==> src/rtl/pll_lock_reset_sequencer.sv <==
// pll_lock_reset_sequencer
//
// Watches the ECP5 EHXPLLL LOCK output and drives the PLL RST pin. It also
// produces the registered system reset for the CPU, decode, palette and cache
// logic. The system is released only after the synchronised lock has stayed
// high for a stability window plus a hold period. Loss of lock, relock
// timeout or a software request re-runs the sequence. Everything runs on the
// 25 MHz reference clock, so the sequencer keeps working while the PLL is
// unlocked.
//
// Ports:
//   clkin           in   25 MHz reference clock (the only clock)
//   rst_n           in   asynchronous active-low reset
//   pll_locked      in   asynchronous LOCK from the PLL
//   soft_pll_rst    in   single-cycle request to re-run the full sequence
//   pll_rst         out  active-high reset to the PLL RST pin
//   sys_reset       out  active-high system reset
//   sys_ready       out  high only in RUN
//   lock_loss_count out  saturating count of lock drops seen in RUN
//   seq_state       out  current state encoding (debug)
module pll_lock_reset_sequencer #(
   parameter int SYNC_STAGES    = 2,
   parameter int PLLRST_CYCLES  = 16,
   parameter int STABLE_CYCLES  = 25000,
   parameter int HOLD_CYCLES    = 64,
   parameter int RELOCK_TIMEOUT = 250000
) (
   input  logic       clkin,
   input  logic       rst_n,
   input  logic       pll_locked,
   input  logic       soft_pll_rst,
   output logic       pll_rst,
   output logic       sys_reset,
   output logic       sys_ready,
   output logic [7:0] lock_loss_count,
   output logic [2:0] seq_state
);

   localparam int MAX_AB  = (PLLRST_CYCLES > STABLE_CYCLES) ? PLLRST_CYCLES : STABLE_CYCLES;
   localparam int MAX_CD  = (HOLD_CYCLES > RELOCK_TIMEOUT) ? HOLD_CYCLES : RELOCK_TIMEOUT;
   localparam int MAX_ALL = (MAX_AB > MAX_CD) ? MAX_AB : MAX_CD;
   localparam int TIMER_W = $clog2(MAX_ALL) + 1;

   localparam logic [TIMER_W-1:0] PLLRST_LAST = TIMER_W'(PLLRST_CYCLES - 1);
   localparam logic [TIMER_W-1:0] STABLE_LAST = TIMER_W'(STABLE_CYCLES - 1);
   localparam logic [TIMER_W-1:0] HOLD_LAST   = TIMER_W'(HOLD_CYCLES - 1);
   localparam logic [TIMER_W-1:0] RELOCK_LAST = TIMER_W'(RELOCK_TIMEOUT - 1);

   typedef enum logic [2:0] {
      PLLRST    = 3'd0,
      WAIT_LOCK = 3'd1,
      STABLE    = 3'd2,
      RELEASE   = 3'd3,
      RUN       = 3'd4
   } seqState_t;

   seqState_t                  state;
   seqState_t                  stateNext;
   logic [TIMER_W-1:0]         timer;
   logic [TIMER_W-1:0]         timerNext;
   logic [SYNC_STAGES-1:0]     syncFf;
   logic                       lkS;
   logic                       countInc;

   function automatic logic [7:0] satInc8(input logic [7:0] val);
      return (val == 8'hFF) ? val : val + 8'd1;
   endfunction

   // Lock synchroniser: shift pll_locked in at bit 0, use the top bit.
   always_ff @(posedge clkin or negedge rst_n) begin
      if (!rst_n) begin
         syncFf <= '0;
      end else begin
         syncFf <= {syncFf[SYNC_STAGES-2:0], pll_locked};
      end
   end

   assign lkS = syncFf[SYNC_STAGES-1];

   // Next-state logic. A software request overrides everything, including a
   // simultaneous lock drop in RUN, which then is not counted.
   always_comb begin
      stateNext = state;
      countInc  = 1'b0;
      if (soft_pll_rst) begin
         stateNext = PLLRST;
      end else begin
         case (state)
            PLLRST: begin
               if (timer == PLLRST_LAST) stateNext = WAIT_LOCK;
            end
            WAIT_LOCK: begin
               if (lkS)                       stateNext = STABLE;
               else if (timer == RELOCK_LAST) stateNext = PLLRST;
            end
            STABLE: begin
               if (!lkS)                      stateNext = WAIT_LOCK;
               else if (timer == STABLE_LAST) stateNext = RELEASE;
            end
            RELEASE: begin
               if (!lkS)                    stateNext = WAIT_LOCK;
               else if (timer == HOLD_LAST) stateNext = RUN;
            end
            RUN: begin
               if (!lkS) begin
                  stateNext = WAIT_LOCK;
                  countInc  = 1'b1;
               end
            end
            default: stateNext = PLLRST;
         endcase
      end
   end

   // Shared timer restarts on every state entry (a soft request re-entering
   // PLLRST counts as an entry). It holds at all-ones instead of wrapping
   // during long stays in RUN.
   always_comb begin
      timerNext = timer;
      if (soft_pll_rst || (stateNext != state)) begin
         timerNext = '0;
      end else if (timer != '1) begin
         timerNext = timer + 1'b1;
      end
   end

   // Outputs are decoded from the next state so they change on the same
   // edge as the state register.
   always_ff @(posedge clkin or negedge rst_n) begin
      if (!rst_n) begin
         state           <= PLLRST;
         timer           <= '0;
         pll_rst         <= 1'b1;
         sys_reset       <= 1'b1;
         sys_ready       <= 1'b0;
         lock_loss_count <= 8'd0;
      end else begin
         state     <= stateNext;
         timer     <= timerNext;
         pll_rst   <= (stateNext == PLLRST);
         sys_reset <= (stateNext != RUN);
         sys_ready <= (stateNext == RUN);
         if (countInc) lock_loss_count <= satInc8(lock_loss_count);
      end
   end

   assign seq_state = state;

endmodule

==> config.mk <==
export PLATFORM = sky130hd
export DESIGN_NAME = pll_lock_reset_sequencer
export DESIGN_NICKNAME = d
export VERILOG_FILES = /design/src/rtl/pll_lock_reset_sequencer.sv
export SDC_FILE = /design/constraint.sdc
export NUM_CORES = 1
export LEC_CHECK = 0
export CAP_MARGIN = 5
export CORE_ASPECT_RATIO = 1.25
export CORE_MARGIN = 2
export CORE_UTILIZATION = 40
export CTS_CLUSTER_DIAMETER = 150
export DETAILED_ROUTE_END_ITERATION = 8
export SYNTH_ARGS = -nofsm -noshare
export SYNTH_HDL_FRONTEND = slang
export SYNTH_SLANG_ARGS = --single-unit
==> constraint.sdc <==
create_clock -name clkin -period 3.1 [get_ports clkin]
set_input_delay 0.465 -clock clkin [delete_from_list [all_inputs] [get_ports clkin]]
set_output_delay 0.465 -clock clkin [all_outputs]
set_load 0.02 [all_outputs]
==> impl_results.md <==
- Outcome: completed
- Slowest Stage Delay on Critical Path: slightly below 600 ps
- Layout fillers: 497
- WHS Endpoint: syncFf[1]$_DFF_PN0_
- Yosys top cell by area: dfrtp_1
- CP max stage cell: a211oi_4
- CP max FO: 13
- Synth cell types: 48
- RSZ-0062 raised after global routing: false
- PortBufs: 17
- Reg clk slew, reported paths: 70 ps
- Ports: 18
- Synthesized net count: 204
- Root Driver: clkbuf_8
- Routability Congestion: 0.8276
- Largest cells by area after synthesis: dfrtp_1 (43%), xnor2_1 (5.9%), nor4_1 (5.5%)
- CP arrival: 2930 ps
- Post-route ant nets: 0
- Final-report hold violation count: 0
- Power Density: 370.9 mW/mm2
- Mapped cell area: around 0.0019 mm2
- Clock latency on the worst-skew pair: 290 ps
- Max cap viols: 0
- Final worst slack: a little over 300 ps
- Worst vdd ir: about 0.14 mV
- Layout Nets: between 200 and 250
- Reg-to-Reg Start: timer[11]$_DFFE_PN0P_
- Via count: 1576
- CP required: roughly 3200 ps
- Routed length per instance: 15.52 um
- Clock sinks: 35
- Yosys top cell area share: 0.4264
- Die width: 66.24 um
- Die area: 0.005418 mm2
- Number of enable flip-flop cells after synthesis: 0
- Worst slack, placed: about 320 ps
- Initial antenna violation count: 0
- Reg2Reg Depth: 5
- Mapped Cells: 198
- Cell Rows: 28
- Fraction of layout instances using a drive strength above 1: 0.1060
- WS Path Type: reg2reg
- Worst Path Buf+Inv: 0
- Vias per Instance: 5.690
- CTS tree: done
- Worst relative slew slack: 0.5800
- Slew @ Worst Pin: around 630 ps
- Fin. max-slew vios: 0
- Hold_buf cts: 0
- Setup TNS: 0 ps
- Iteration-0 DRC Markers: 90
- Hold path startpoint: syncFf[0]$_DFF_PN0_
- Starting Density: 0.4126
- Layout area overhead: 16.21%
- N_diodes: 0
- Worst Setup End Kind: flop
- Synth cell count leaders: dfrtp_1 (33), nor4_1 (17), nor2_1 (15), nand2_1 (14), xnor2_1 (13)
- Synth Register Bits: 35
- Crit path from: timer[11]$_DFFE_PN0P_
- Post-Route Skew: about 11 ps
- Post-synth top flop: dfrtp_1
- Core ar.: 0.004695 mm2
- CP cell instances: or4_4, or4_1, or3b_4, a211oi_4, nor4_1
- H-tree depth: 2
- Post-CTS setup buffers: 0
- Final setup viols: 0
- Sequential share of the synthesized area: 0.4535
- Largest net degree at the start of global routing: 36
- Overall routing resource usage: 0.1823
- Synth async-reset ratio: 1.000
- Pleak: 0.8770 nW
- Max Root-Sink Buffers: 2
- GRT Residual Overflow: 0
- RR Endpoint: timer[16]$_DFFE_PN0P_
- # DRC: 0
- Worst min path class: reg2reg
- Drt pass-1 iters: 4
- Yosys warns: 0
- Worst Hold Depth: 0
- Num CTS Buffers: 5
- Mapped Avg Cell Area: 9.782 um2
- Flop2flop setup slack: between 300 and 400 ps
- Vias in the first global route: 1575
- CP top delay family: simple AND/OR/NAND/NOR gates
- DP HPWL: 3139 um
- Most frequent cell after synthesis: dfrtp_1
- First-pass GRT wire length: 7403 um
- Die Ht: 81.80 um
- Post-Route WL: 4298 um
- Period utilization: 0.9006
- Final Critical Period: 2792 ps
- F_max: 358.2 MHz
- Startpoint Class: flop
- Post-cts resize count: 0
state kept, by name (all words and copies together), names as in the netlist:
signal / flops
timer: 19
seq_state: 3
lock_loss_count: 8
sys_ready: 1
syncFf: 2
sys_reset: 1
pll_rst: 1
per-stage QoR:
stage | cells | instance area (um2) | power (W) | hold slack [ps] | util
6_report | 277 | 2251 | 0.0008348 | 384.7 | 0.4795
2_1_floorplan | 198 | 1937 | 0.0004849 | 169.4 | -
4_1_cts | 277 | 2251 | 0.0008472 | 394.9 | 0.4795
5_1_grt | 277 | 2251 | 0.0008652 | 387.9 | 0.4795
3_3_place_gp | 269 | 2160 | 0.0005038 | 364.5 | 0.4600
3_5_place_dp | 269 | 2160 | 0.0005045 | 385.5 | 0.4600
kinds of logic (layout without fill, tap and decap cells):
logic type | Yosys count | in the layout | synth area share
simple gates | 96 | 96 | 0.2823
xor+xnor | 19 | 19 | 0.08592
fa+ha+maj | 2 | 2 | 0.01292
compound gates | 31 | 31 | 0.1169
mux | 4 | 4 | 0.02132
buf+inv | 11 | 30 | 0.02713
flops | 35 | 35 | 0.4535
final cells by class:
cell class                 count  area (um2)  area share
inverter                       2       7.507    0.003335
sequential                    35       878.3      0.3902
tap                           60       75.07     0.03335
multi-input combinational    152        1006      0.4469
clock inverter                 1       5.005    0.002223
timing repair buffer          20       192.7     0.08560
clock buffer                   7       86.33     0.03835
layer usage:
metal | vias up | share of wire | global-route usage
li1 | 783 | - | -
met1 | 762 | 0.43 | 0.2076
met2 | 23 | 0.52 | 0.3210
met3 | 8 | 0.030 | 0.04247
met4 | 0 | 0.022 | 0.08367
met5 | - | 0 | 0
how the worst max path moves through the flow:
stage / to / slack, ps / cells after the start
4_1_cts: timer[16]$_DFFE_PN0P_ / 300 / 5
2_1_floorplan: timer[0]$_DFFE_PN0P_ / 620 / 6
5_1_grt: timer[3]$_DFFE_PN0P_ / 170 / 5
6_report: timer[16]$_DFFE_PN0P_ / 310 / 5
3_5_place_dp: timer[4]$_DFFE_PN0P_ / 320 / 5
3_3_place_gp: timer[12]$_DFFE_PN0P_ / 370 / 5
worst register-to-register path, stage by stage (launching register included):
cell and delay [ps]:
dfrtp_1 430, or4_4 560, or4_1 490, or3b_4 430, a211oi_4 590, nor4_1 140
placed cells by master, fill, tap and decap left out, types with 3 or more instances in the layout:
cell type | synthesis | final
nor2_1 | 15 | 15
buf_4 | 0 | 3
clkbuf_8 | 0 | 6
nand3_1 | 12 | 12
xor2_1 | 6 | 6
a21oi_1 | 7 | 7
nand2_1 | 14 | 14
nor4_1 | 17 | 17
mux2i_1 | 3 | 3
dfrtp_1 | 33 | 33
o21ai_0 | 3 | 3
and3_1 | 5 | 5
clkdlybuf4s50_1 | 0 | 17
nor3_1 | 8 | 8
xnor2_1 | 13 | 13
nand2b_1 | 4 | 4
a31oi_1 | 7 | 7
nand4_1 | 3 | 3
power breakdown:
| group | internal, W | leakage, nW | switching (W) | total, W |
|---|---|---|---|---|
| combinational | 0.0000106 | 0.353 | 0.0000196 | 0.0000302 |
| clock | 0.000179 | 0.0482 | 0.000161 | 0.000340 |
| sequential | 0.000460 | 0.476 | 0.00000428 | 0.000465 |
| total | 0.000650 | 0.877 | 0.000185 | 0.000835 |
Note: power is estimated with default switching activity, not from simulation.
